`src/rtl/dma_ctrl_pkg.sv`:
```
// Shared definitions for the dma_ctrl slice: default data/address width and FSM states.
// Optional abort support is selected with the DMA_ABORT_EN macro in dma_ctrl.sv.
package dma_ctrl_pkg;

    localparam int unsigned DMA_WIDTH = 8;

    typedef enum logic [1:0] {
        ST_IDLE  = 2'd0,
        ST_READ  = 2'd1,
        ST_WRITE = 2'd2,
        ST_DONE  = 2'd3
    } dma_state_e;

endpackage

```
`src/rtl/dma_addr_cnt.sv`:
```
// Loadable, incrementing address counter; wraps modulo 2^WIDTH with no carry flag.
module dma_addr_cnt
    import dma_ctrl_pkg::*;
#(
    parameter int unsigned WIDTH = DMA_WIDTH
) (
    input  logic             clk,
    input  logic             rst,
    input  logic             load_i,
    input  logic             inc_i,
    input  logic [WIDTH-1:0] load_val_i,
    output logic [WIDTH-1:0] cnt_o
);

    logic [WIDTH-1:0] cnt_q;
    logic [WIDTH-1:0] cnt_d;

    always_comb begin
        cnt_d = cnt_q;
        if (load_i) begin
            cnt_d = load_val_i;
        end else if (inc_i) begin
            cnt_d = cnt_q + WIDTH'(1);
        end
    end

    always_ff @(posedge clk) begin
        if (rst) begin
            cnt_q <= '0;
        end else begin
            cnt_q <= cnt_d;
        end
    end

    assign cnt_o = cnt_q;

endmodule

```
`src/rtl/dma_ctrl.sv`:
```
// Single-channel DMA sequencer copying xfer_len bytes from TX ROM to RX RAM, 2 cycles per byte.
// Define DMA_ABORT_EN to add the abort input (early termination from READ/WRITE).
module dma_ctrl
    import dma_ctrl_pkg::*;
#(
    parameter int unsigned WIDTH = DMA_WIDTH
) (
    input  logic             clk,
    input  logic             rst,
    input  logic             start,
    input  logic [WIDTH-1:0] src_addr,
    input  logic [WIDTH-1:0] dst_addr,
    input  logic [WIDTH-1:0] xfer_len,
    input  logic [WIDTH-1:0] data_tx_out,
`ifdef DMA_ABORT_EN
    input  logic             abort,
`endif
    output logic [WIDTH-1:0] tx_mem_addr,
    output logic [WIDTH-1:0] rx_mem_addr,
    output logic [WIDTH-1:0] data_rx_in,
    output logic             mem_wr_en,
    output logic             busy,
    output logic             done
);

    dma_state_e       state_q, state_d;
    logic [WIDTH-1:0] remaining_q, remaining_d;
    logic [WIDTH-1:0] data_q, data_d;
    logic [WIDTH-1:0] tx_hold_q, tx_hold_d;
    logic [WIDTH-1:0] rx_hold_q, rx_hold_d;
    logic [WIDTH-1:0] src_cur, dst_cur;
    logic             accept;
    logic             abort_w;

`ifdef DMA_ABORT_EN
    assign abort_w = abort;
`else
    assign abort_w = 1'b0;
`endif

    assign accept = (state_q == ST_IDLE) && start;

    dma_addr_cnt #(.WIDTH(WIDTH)) u_src_cnt (
        .clk        (clk),
        .rst        (rst),
        .load_i     (accept),
        .inc_i      (state_q == ST_WRITE),
        .load_val_i (src_addr),
        .cnt_o      (src_cur)
    );

    dma_addr_cnt #(.WIDTH(WIDTH)) u_dst_cnt (
        .clk        (clk),
        .rst        (rst),
        .load_i     (accept),
        .inc_i      (state_q == ST_WRITE),
        .load_val_i (dst_addr),
        .cnt_o      (dst_cur)
    );

    always_ff @(posedge clk) begin
        if (rst) begin
            state_q <= ST_IDLE;
        end else begin
            state_q <= state_d;
        end
    end

    always_comb begin
        state_d = state_q;
        unique case (state_q)
            ST_IDLE:  if (start) state_d = (xfer_len == '0) ? ST_DONE : ST_READ;
            ST_READ:  state_d = abort_w ? ST_DONE : ST_WRITE;
            ST_WRITE: state_d = (abort_w || remaining_q == WIDTH'(1)) ? ST_DONE : ST_READ;
            ST_DONE:  state_d = ST_IDLE;
        endcase
    end

    // Hold registers keep the bus addresses stable once the counters have advanced past them.
    always_comb begin
        remaining_d = remaining_q;
        data_d      = data_q;
        tx_hold_d   = tx_hold_q;
        rx_hold_d   = rx_hold_q;
        if (accept) begin
            remaining_d = xfer_len;
        end
        if (state_q == ST_READ) begin
            data_d    = data_tx_out;
            tx_hold_d = src_cur;
        end
        if (state_q == ST_WRITE) begin
            remaining_d = remaining_q - WIDTH'(1);
            rx_hold_d   = dst_cur;
        end
    end

    always_ff @(posedge clk) begin
        if (rst) begin
            remaining_q <= '0;
            data_q      <= '0;
            tx_hold_q   <= '0;
            rx_hold_q   <= '0;
        end else begin
            remaining_q <= remaining_d;
            data_q      <= data_d;
            tx_hold_q   <= tx_hold_d;
            rx_hold_q   <= rx_hold_d;
        end
    end

    always_comb begin
        busy        = (state_q == ST_READ) || (state_q == ST_WRITE);
        done        = (state_q == ST_DONE);
        mem_wr_en   = (state_q == ST_WRITE);
        tx_mem_addr = (state_q == ST_READ)  ? src_cur : tx_hold_q;
        rx_mem_addr = (state_q == ST_WRITE) ? dst_cur : rx_hold_q;
        data_rx_in  = data_q;
    end

endmodule

```
`config.mk`:
```
export PLATFORM = sky130hd
export DESIGN_NAME = dma_ctrl
export DESIGN_NICKNAME = d
export VERILOG_FILES = /design/src/rtl/dma_ctrl_pkg.sv /design/src/rtl/dma_addr_cnt.sv /design/src/rtl/dma_ctrl.sv
export SDC_FILE = /design/constraint.sdc
export NUM_CORES = 1
export LEC_CHECK = 0
export CAP_MARGIN = 25
export CORE_UTILIZATION = 52
export DETAILED_ROUTE_END_ITERATION = 16
export GPL_ROUTABILITY_DRIVEN = 0
export PLACE_DENSITY = 0.85
export SLEW_MARGIN = 10
export SYNTH_ARGS = -nofsm -noshare
export SYNTH_HDL_FRONTEND = slang
export SYNTH_SLANG_ARGS = --single-unit
```
`constraint.sdc`:
```
create_clock -name clk -period 3.3 [get_ports clk]
set_input_delay 0.495 -clock clk [delete_from_list [all_inputs] [get_ports clk]]
set_output_delay 0.495 -clock clk [all_outputs]
set_load 0.1 [all_outputs]
```
# After elaboration in Yosys (flattened, before gate mapping)
# Cells that the tools add are included.
[word_totals]
output_inout_bits = 27
wordCells = 32
romBits = 0
n_memories = 0
latch_bits = 0
regBits = 50
ramBits = 0
[classes]
div = 0
shift = 0
bitwise_logic = 0
n_mux = 12
add_sub_neg = 3
order_cmp = 0
n_mul = 0
reduce_logical = 5
n_eq_ne = 5
[ops]
columns = ["operator", "n"]
rows = [
  ["$mux W8", 8],
  ["$add A8 B1 Y8 const B", 2],
  ["$eq A8 B1 Y1 const B", 1],
  ["$logic_not A8 Y1", 1],
  ["$pmux W2 S4", 1],
  ["$sub A8 B1 Y8 const B", 1],
  ["$mux W2", 3],
  ["$eq A2 B2 Y1 const B", 2],
  ["$eq A2 B1 Y1 const B", 1],
  ["$logic_not A2 Y1", 1],
  ["$ne A2 B2 Y1 const B", 1],
  ["$reduce_bool A2 Y1", 1],
  ["$logic_and A1 B1 Y1", 1],
  ["$logic_or A1 B1 Y1", 1],
]

# Logic depth before layout (Yosys ltp)
# Gate-level depths: netlist of run 1.
[logic_depth]
depth_word = 4
mapped_depth = 8
ltp_nobuf = 6

# Hierarchy
# A second synthesis of run 1 with hierarchy kept.
[hier_totals]
cells_unflattened = 260
area_unflattened_um2 = 2488.6
[by_module_without_submodules]
columns = ["module", "cells_each", "area_per_inst_um2", "instances"]
rows = [
  ["dma_ctrl", 154, 1560.2, 1],
  ["dma_addr_cnt", 53, 464.2, 2],
]

# Least setup slack after synthesis of run 1
# OpenSTA, ideal clock, no wires.
[synth_timing]
path_type = "register -> output"
from = "reg state_q[0]"
to = "out rx_mem_addr[2]"
required_ns = 2.805
setup_slack_ns = 0.556
arrival_ns = 2.249
stages_incl_launch_ff = 6
path_cell_list = "dfxtp_1 inv_1 ha_1 buf_6 buf_2 mux2_2"
[synth_between]
elab_chain_cells = 2
[synth_rtl]
columns = ["item", "line", "source"]
rows = [
  ["start, declared", "dma_ctrl.sv:26", "dma_state_e state_q, state_d;"],
  ["start signal, assigned", "dma_ctrl.sv:65", "state_q <= state_d;"],
  ["$eq A2 B2 Y1", "--", ""],
  ["via mem_wr_en", "dma_ctrl.sv:21", "output logic mem_wr_en,"],
  ["$mux W8", "--", ""],
  ["end, declared", "dma_ctrl.sv:19", "output logic [WIDTH-1:0] rx_mem_addr,"],
]
# The timed path passes the listed nets, and every way through them passes these cells.

# Worst setup path in the final report of run 1
[layout_timing]
from = "reg state_q[0]"
to = "out rx_mem_addr[7]"
[layout_between]
elab_chain_cells = 2
[layout_rtl]
columns = ["item", "line", "source"]
rows = [
  ["$eq A2 B2 Y1", "dma_ctrl.sv:117", "rx_mem_addr = (state_q == ST_WRITE) ? dst_cur : rx_hold_q;"],
  ["$mux W8", "--", ""],
]
# Every way passes these cells.

==> summary.md, run 1 <==
| Metric | Value |
|---|---|
| Vias in the first global route | 1,769 |
| Final setup viols | 0 |
| Root buffer cell | clkbuf_8 |
| Least-Margin Pin Slew | 0.984 ns |
| WHS | 0.497 ns |
| Buffer count from post-CTS setup fixing | 0 |
| Clk buf depth | 2 |
| FF-to-FF setup slack | 0.98 ns |
| Drt first-iter violations | 101 |
| Post-synth ARST share | 0 |
| Tcrit/Tclk final | 0.781 |
| Tot GR Track Use | 0.230 |
| Leak Pwr | 1.19 nW |
| Sink Count | 50 |
| Detailed Place HPWL | 3.57 mm |
| Remaining Overflow, GRT | 0 |
| Setup_tns | 0 ns |
| Capturing element type of the critical path | primary output |
| Achievable Freq | 0.388 GHz |
| EDFF count, synth | 0 |
| Antenna Violating Nets Remaining | 0 |
| Fillers | 300 |
| Max FO, Critical Path | 18 |
| Final period demand of the worst path | 2.58 ns |
| Die Area | 4700 µm² |
| Syn avg cell area | 9.60 µm² |
| Reg2reg path depth | 6 |
| Net Count, Synth | 284 |
| Register bit total from synthesis | 50 |
| Critical Path Start | state_q[0] |
| Antenna diodes | 0 |
| FF-to-FF End | remaining_q[3] |
| Yosys warnings | 0 |
| Worst IR drop on VDD | 0.414 mV |
| Worst Setup EP | rx_mem_addr[7] |
| Worst-Skew Late Latency | 0.30 ns |
| Final slew viol count | 0 |
| Slew headroom | 0.342 |
| Boundary pin count | 62 |
| Row count | 23 |
| Status | finished, final reports clean |
| Sequential area share after synthesis | 0.434 |
| Post-Route WL | 5.03 mm |
| Gate count after technology mapping | 240 |
| Initial Utilization | 0.560 |
| Proportion of layout cells with a drive suffix above 1 | 0.174 |
| Clk pin slew, worst setup/hold paths | 0.09 ns |
| RSZ-0062 raised after global routing | false |
| Critical Path Start Type | register |
| MaxCap Viol Count | 0 |
| Min-delay worst type | register to register |
| Number of iterations in the first detailed-routing pass | 4 |
| Area growth syn-to-layout | 33.2% |
| Pin count of the biggest net entering global routing | 52 |
| P per Cell Area | 499 nW/µm² |
| Required time of the critical path | 2.80 ns |
| Resized Gates After CTS | 0 |
| Chip width | 68.6 µm |
| H-tree Lvls | 2 |
| DRC viols | 0 |
| Initial antenna violation count | 0 |
| CTS Hold Buffers Added | 0 |
| WS Path Type | register to primary output |
| Global-route wire length before repair | 7.94 mm |
| Buffers on Ports | 61 |
| Core area | 4120 µm² |
| Final Hold Violating Endpoints | 0 |
| Vias per cell | 5.43 |
| Post-synthesis cell area | 2300 µm² |
| CP arrival | 2.08 ns |
| WL per Instance | 14.4 µm |
| Worst Hold Depth | 2 |
| Post-Route Skew | 0.0129 ns |
| Num CTS Buffers | 5 |
| Fin nets | 342 |
| Via count of the routed design | 1,890 |
| Die Ht | 68.6 µm |
| CTS tree | yes |
| Cell variety after synth | 38 |
| Post-synth top flop | dfxtp_1 |
| RR Startpoint | state_q[0] |
[synth_stat cells (4+ instances only)]
cell       n  area share
a21oi_1    5       0.011
mux2_2    16       0.078
clkbuf_1   7       0.011
dfxtp_1   50        0.43
nor3_1     4      0.0087
nand2_1   12       0.020
nand4_1    6       0.016
buf_2      4      0.0087
xor2_1    10       0.038
nor2_1    28       0.046
inv_1      4      0.0065
nor2b_1   18       0.049
mux2i_1   10       0.043
a211oi_1  18       0.059
ha_1       9       0.049
[worst min-delay path by stage]
| stage | startpoint | endpoint |
|---|---|---|
| after floorplan | remaining_q[3] | remaining_q[3] |
| after global placement | data_rx_in[4] | data_rx_in[4] |
| after detailed placement | data_rx_in[1] | data_rx_in[1] |
| after CTS | remaining_q[3] | remaining_q[3] |
| after global routing | data_rx_in[3] | data_rx_in[3] |
| final | data_rx_in[2] | data_rx_in[2] |
[power by group]
group / total (W) / internal, W / switching [W]
clock: 0.000341 / 0.000146 / 0.000195
sequential: 0.000701 / 0.000656 / 0.0000448
combinational: 0.000492 / 0.000170 / 0.000321
total: 0.00153 / 0.000972 / 0.000561
[sequential cells by signal (all words and copies together), names as in the netlist]
signal and count:
data_rx_in 8, state_q 2, u_src_cnt.cnt_o 8, rx_hold_q 8, tx_hold_q 8, remaining_q 8, u_dst_cnt.cnt_o 8
[cells by family after synthesis]
kind of cell,after synthesis,synth area share
compound gates,38,0.118
fa+ha+maj,9,0.0489
flops,50,0.434
buf+inv,18,0.0347
simple gates,87,0.197
xor+xnor,12,0.0456
mux,26,0.122
[cells in the final DEF, fill, tap and decap left out, types with 2 or more instances in the layout]
cell type / count
a211oi_1: 18
a21oi_1: 5
a311oi_1: 3
a31oi_1: 3
and3_1: 3
buf_12: 8
buf_4: 15
clkbuf_8: 5
clkdlybuf4s50_1: 41
dfxtp_1: 50
ha_1: 9
inv_1: 4
mux2_2: 16
mux2i_1: 10
nand2_1: 12
nand3_1: 3
nand4_1: 6
nor2_1: 28
nor2b_1: 18
nor3_1: 4
o21ai_0: 2
o311ai_0: 2
or2_2: 3
or3_1: 3
xnor2_1: 2
xor2_1: 10
[layout make-up]
class,instances,area (µm²),share of cell area
Inverter,4,15.0,0.00489
Timing Repair Buffer,65,688,0.224
Sequential cell,50,1000,0.326
Clock buffer,6,72.6,0.0236
Tap cell,50,62.6,0.0204
Clock inverter,1,7.51,0.00244
Multi-Input combinational cell,172,1220,0.399
[per-stage QoR]
step / instances / utilization / instance area [µm²] / power (W) / setup slack (ns)
2_1_floorplan: 240 / - / 2300 / 0.00107 / 0.556
3_3_place_gp: 341 / 0.727 / 2990 / 0.00119 / 1.12
3_5_place_dp: 341 / 0.727 / 2990 / 0.00120 / 1.05
4_1_cts: 348 / 0.746 / 3070 / 0.00154 / 0.721
5_1_grt: 348 / 0.746 / 3070 / 0.00161 / 0.615
6_report: 348 / 0.746 / 3070 / 0.00153 / 0.723
[critical path, cell delays in order, from the launching register on]
cell and delay [ns]:
dfxtp_1 0.34, inv_1 0.13, ha_1 0.67, mux2_2 0.45, buf_12 0.17
[metal layers]
| layer | up-vias | track usage | wire length [µm] |
|---|---|---|---|
| met5 | - | 0 | 0 |
| met2 | 47 | 0.401 | 2540 |
| met1 | 877 | 0.275 | 2240 |
| li1 | 964 | - | - |
| met4 | 0 | 0.0781 | 27 |
| met3 | 2 | 0.0543 | 218 |
Power figures use the tool's default switching activity.
==> run 2: changes to the inputs <==
- CORE_UTILIZATION: 52 -> 48
- PLACE_DENSITY: 0.85 -> 0.79
- clock period: 3.3 -> 2.4 ns (I/O delays scaled with it)
==> run 2 against run 1 <==
Net effect: the run now ends with DRC left; cell area increased by 3.9%; register-to-register slack got worse by 0.55 ns; sequential share of layout area fell by 1.2 points; hold slack gained 0.0056 ns; critical path depth is the same.
==> summary.md, run 2 (same netlist as run 1, synthesis figures left out) <==
| Metric | Value |
|---|---|
| Required time of the critical path | 2.04 ns (-0.76 ns) |
| Chip width | 71.3 µm (+4.0%) |
| Sink Count | 50 (unchanged) |
| Comb power frac | 0.328 (+0.007) |
| Least-Margin Pin Slew | 0.611 ns (-0.373 ns) |
| Initial antenna violation count | 0 (unchanged) |
| Capturing element type of the critical path | primary output |
| Setup_tns | 0 ns (unchanged) |
| Vias per cell | 5.33 (-1.9%) |
| Most frequent cells in the layout | 50 x dfxtp_1, 33 x clkdlybuf4s50_1, 28 x nor2_1 |
| Detailed Place HPWL | 3.39 mm (-5.1%) |
| Achievable Freq | 0.452 GHz |
| Num CTS Buffers | 5 (unchanged) |
| Area growth syn-to-layout | 38.4% |
| Worst IR drop on VDD | 0.384 mV (-7.3%) |
| Initial Utilization | 0.515 (-0.0449) |
| Post-Route WL | 4.76 mm (-5.3%) |
| CP arrival | 1.85 ns (-0.23 ns) |
| Status | complete, but fails checks |
| Worst-Skew Late Latency | 0.30 ns (about the same) |
| P per Cell Area | 685 nW/µm² (+37%) |
| Buffers on Ports | 61 (unchanged) |
| Pin count of the biggest net entering global routing | 35 (-33%) |
| Boundary pin count | 62 (unchanged) |
| RSZ-0062 raised after global routing | false |
| Layout Cells excl Fill | 351 (+0.86%) |
| Clk buf depth | 2 (unchanged) |
| Post-Route Skew | 0.00399 ns (-0.00895 ns) |
| Row count | 24 (+4.3%) |
| CTS tree | yes |
| DRC viols | 3 (+3) |
| Commonest non-fill, non-tap cell in the layout | dfxtp_1 |
| WS Path Type | register to primary output |
| Clk pin slew, worst setup/hold paths | 0.09 ns (about the same) |
| Number of iterations in the first detailed-routing pass | 11 (+7) |
| Slew headroom | 0.593 (+0.251) |
| Core area | 4470 µm² (+8.7%) |
| Switch share | 0.356 (-0.00990) |
| Global-route wire length before repair | 8.22 mm (+3.5%) |
| Antenna Violating Nets Remaining | 0 (unchanged) |
| Remaining Overflow, GRT | 0 (unchanged) |
| Final period demand of the worst path | 2.21 ns |
| Multi-input gate area | 1240 µm² (+1.0%) |
| Root buffer cell | clkbuf_8 |
| Area occupied by registers | 1000 µm² (unchanged) |
| Drt first-iter violations | 68 (-33%) |
| Buffer count from post-CTS setup fixing | 0 (unchanged) |
| Final Hold Violating Endpoints | 0 (unchanged) |
| Tot GR Track Use | 0.204 (-0.0255) |
| NetSw | 0.000778 W (+39%) |
| Failing checks | DRC |
| Critical Path Start Type | register |
| Fillers | 324 (+8.0%) |
| Reg power frac | 0.441 (-0.016) |
| Via count of the routed design | 1,870 (-1.1%) |
| Proportion of layout cells with a drive suffix above 1 | 0.207 (+0.0329) |
| Tcrit/Tclk final | 0.923 |
| Die Area | 5080 µm² (+8.1%) |
| Max FO, Critical Path | 10 (-8) |
| Fin nets | 342 (unchanged) |
| Die Ht | 71.3 µm (+4.0%) |
| H-tree Lvls | 2 (unchanged) |
| Inst Count DP | 343 (+0.59%) |
| Leak Pwr | 1.24 nW (+4.3%) |
| Vias in the first global route | 1,785 (+0.90%) |
| Pint | 0.00141 W (+45%) |
| Clock Power Share | 0.230 (+0.008) |
| Final setup viols | 0 (unchanged) |
| Antenna diodes | 0 (unchanged) |
| Min-delay worst type | register to register |
| Final slew viol count | 0 (unchanged) |
| Util after Layout | 0.713 (-0.0333) |
| WL per Instance | 13.6 µm (-6.1%) |
| MaxCap Viol Count | 0 (unchanged) |
| CTS Hold Buffers Added | 0 (unchanged) |
[run 2: layout make-up]
type,count,share of cell area
inverters,4,0.00471
well taps,52,0.0204
flip-flops and latches,50,0.314
multi-input cells,172,0.388
repair buffers,65,0.245
clock buffers,7,0.0271
clock inverters,1,0.00157
[run 2: what timing repair did]
action                                  CTS  global route
hold endpoints to repair                  0             0
endpoints found under the setup margin    0             8
gates resized for setup                   0             1
[run 2: path summary, 6_finish.rpt]
check | slack, ns | cells past startpoint | startpoint | to
setup / recovery | 0.19 | 4 | state_q[1] | tx_mem_addr[1]
hold reg to reg | 0.50 | 2 | data_rx_in[4] | data_rx_in[4]
setup reg to reg | 0.43 | 6 | state_q[0] | remaining_q[3]
hold / removal | 0.50 | 2 | data_rx_in[4] | data_rx_in[4]
[run 2: per-stage QoR]
stage / hold slack [ns] / worst slack [ns] / power (W) / area, µm²
6_report: 0.503 / 0.185 / 0.00218 / 3190
5_1_grt: 0.516 / 0.0645 / 0.00229 / 3190
4_1_cts: 0.509 / 0.0292 / 0.00220 / 3180
3_5_place_dp: 0.487 / 0.226 / 0.00170 / 3090
3_3_place_gp: 0.478 / 0.374 / 0.00169 / 3090
2_1_floorplan: 0.463 / 0.113 / 0.00147 / 2310
[run 2: critical path, stage by stage (launching register included)]
cell and delay (ns):
dfxtp_1 0.37, inv_1 0.12, ha_1 0.44, mux2_2 0.44
buf_12 0.18
[run 2: power by group through the flow]
stage	clock [W]	combinational, W	sequential [W]
after detailed placement	0	0.000716	0.000981
after global routing	0.000551	0.000764	0.000974
after CTS	0.000516	0.000719	0.000961
after global placement	0	0.000710	0.000978
final	0.000503	0.000717	0.000963
after floorplan	0	0.000414	0.00106
[run 2: routing by layer]
layer / up-vias / share of wire / GRT usage
li1: 967 / - / -
met1: 866 / 0.47 / 0.252
met2: 30 / 0.49 / 0.353
met3: 7 / 0.030 / 0.0506
met4: 0 / 0.013 / 0.0600
met5: - / 0 / 0
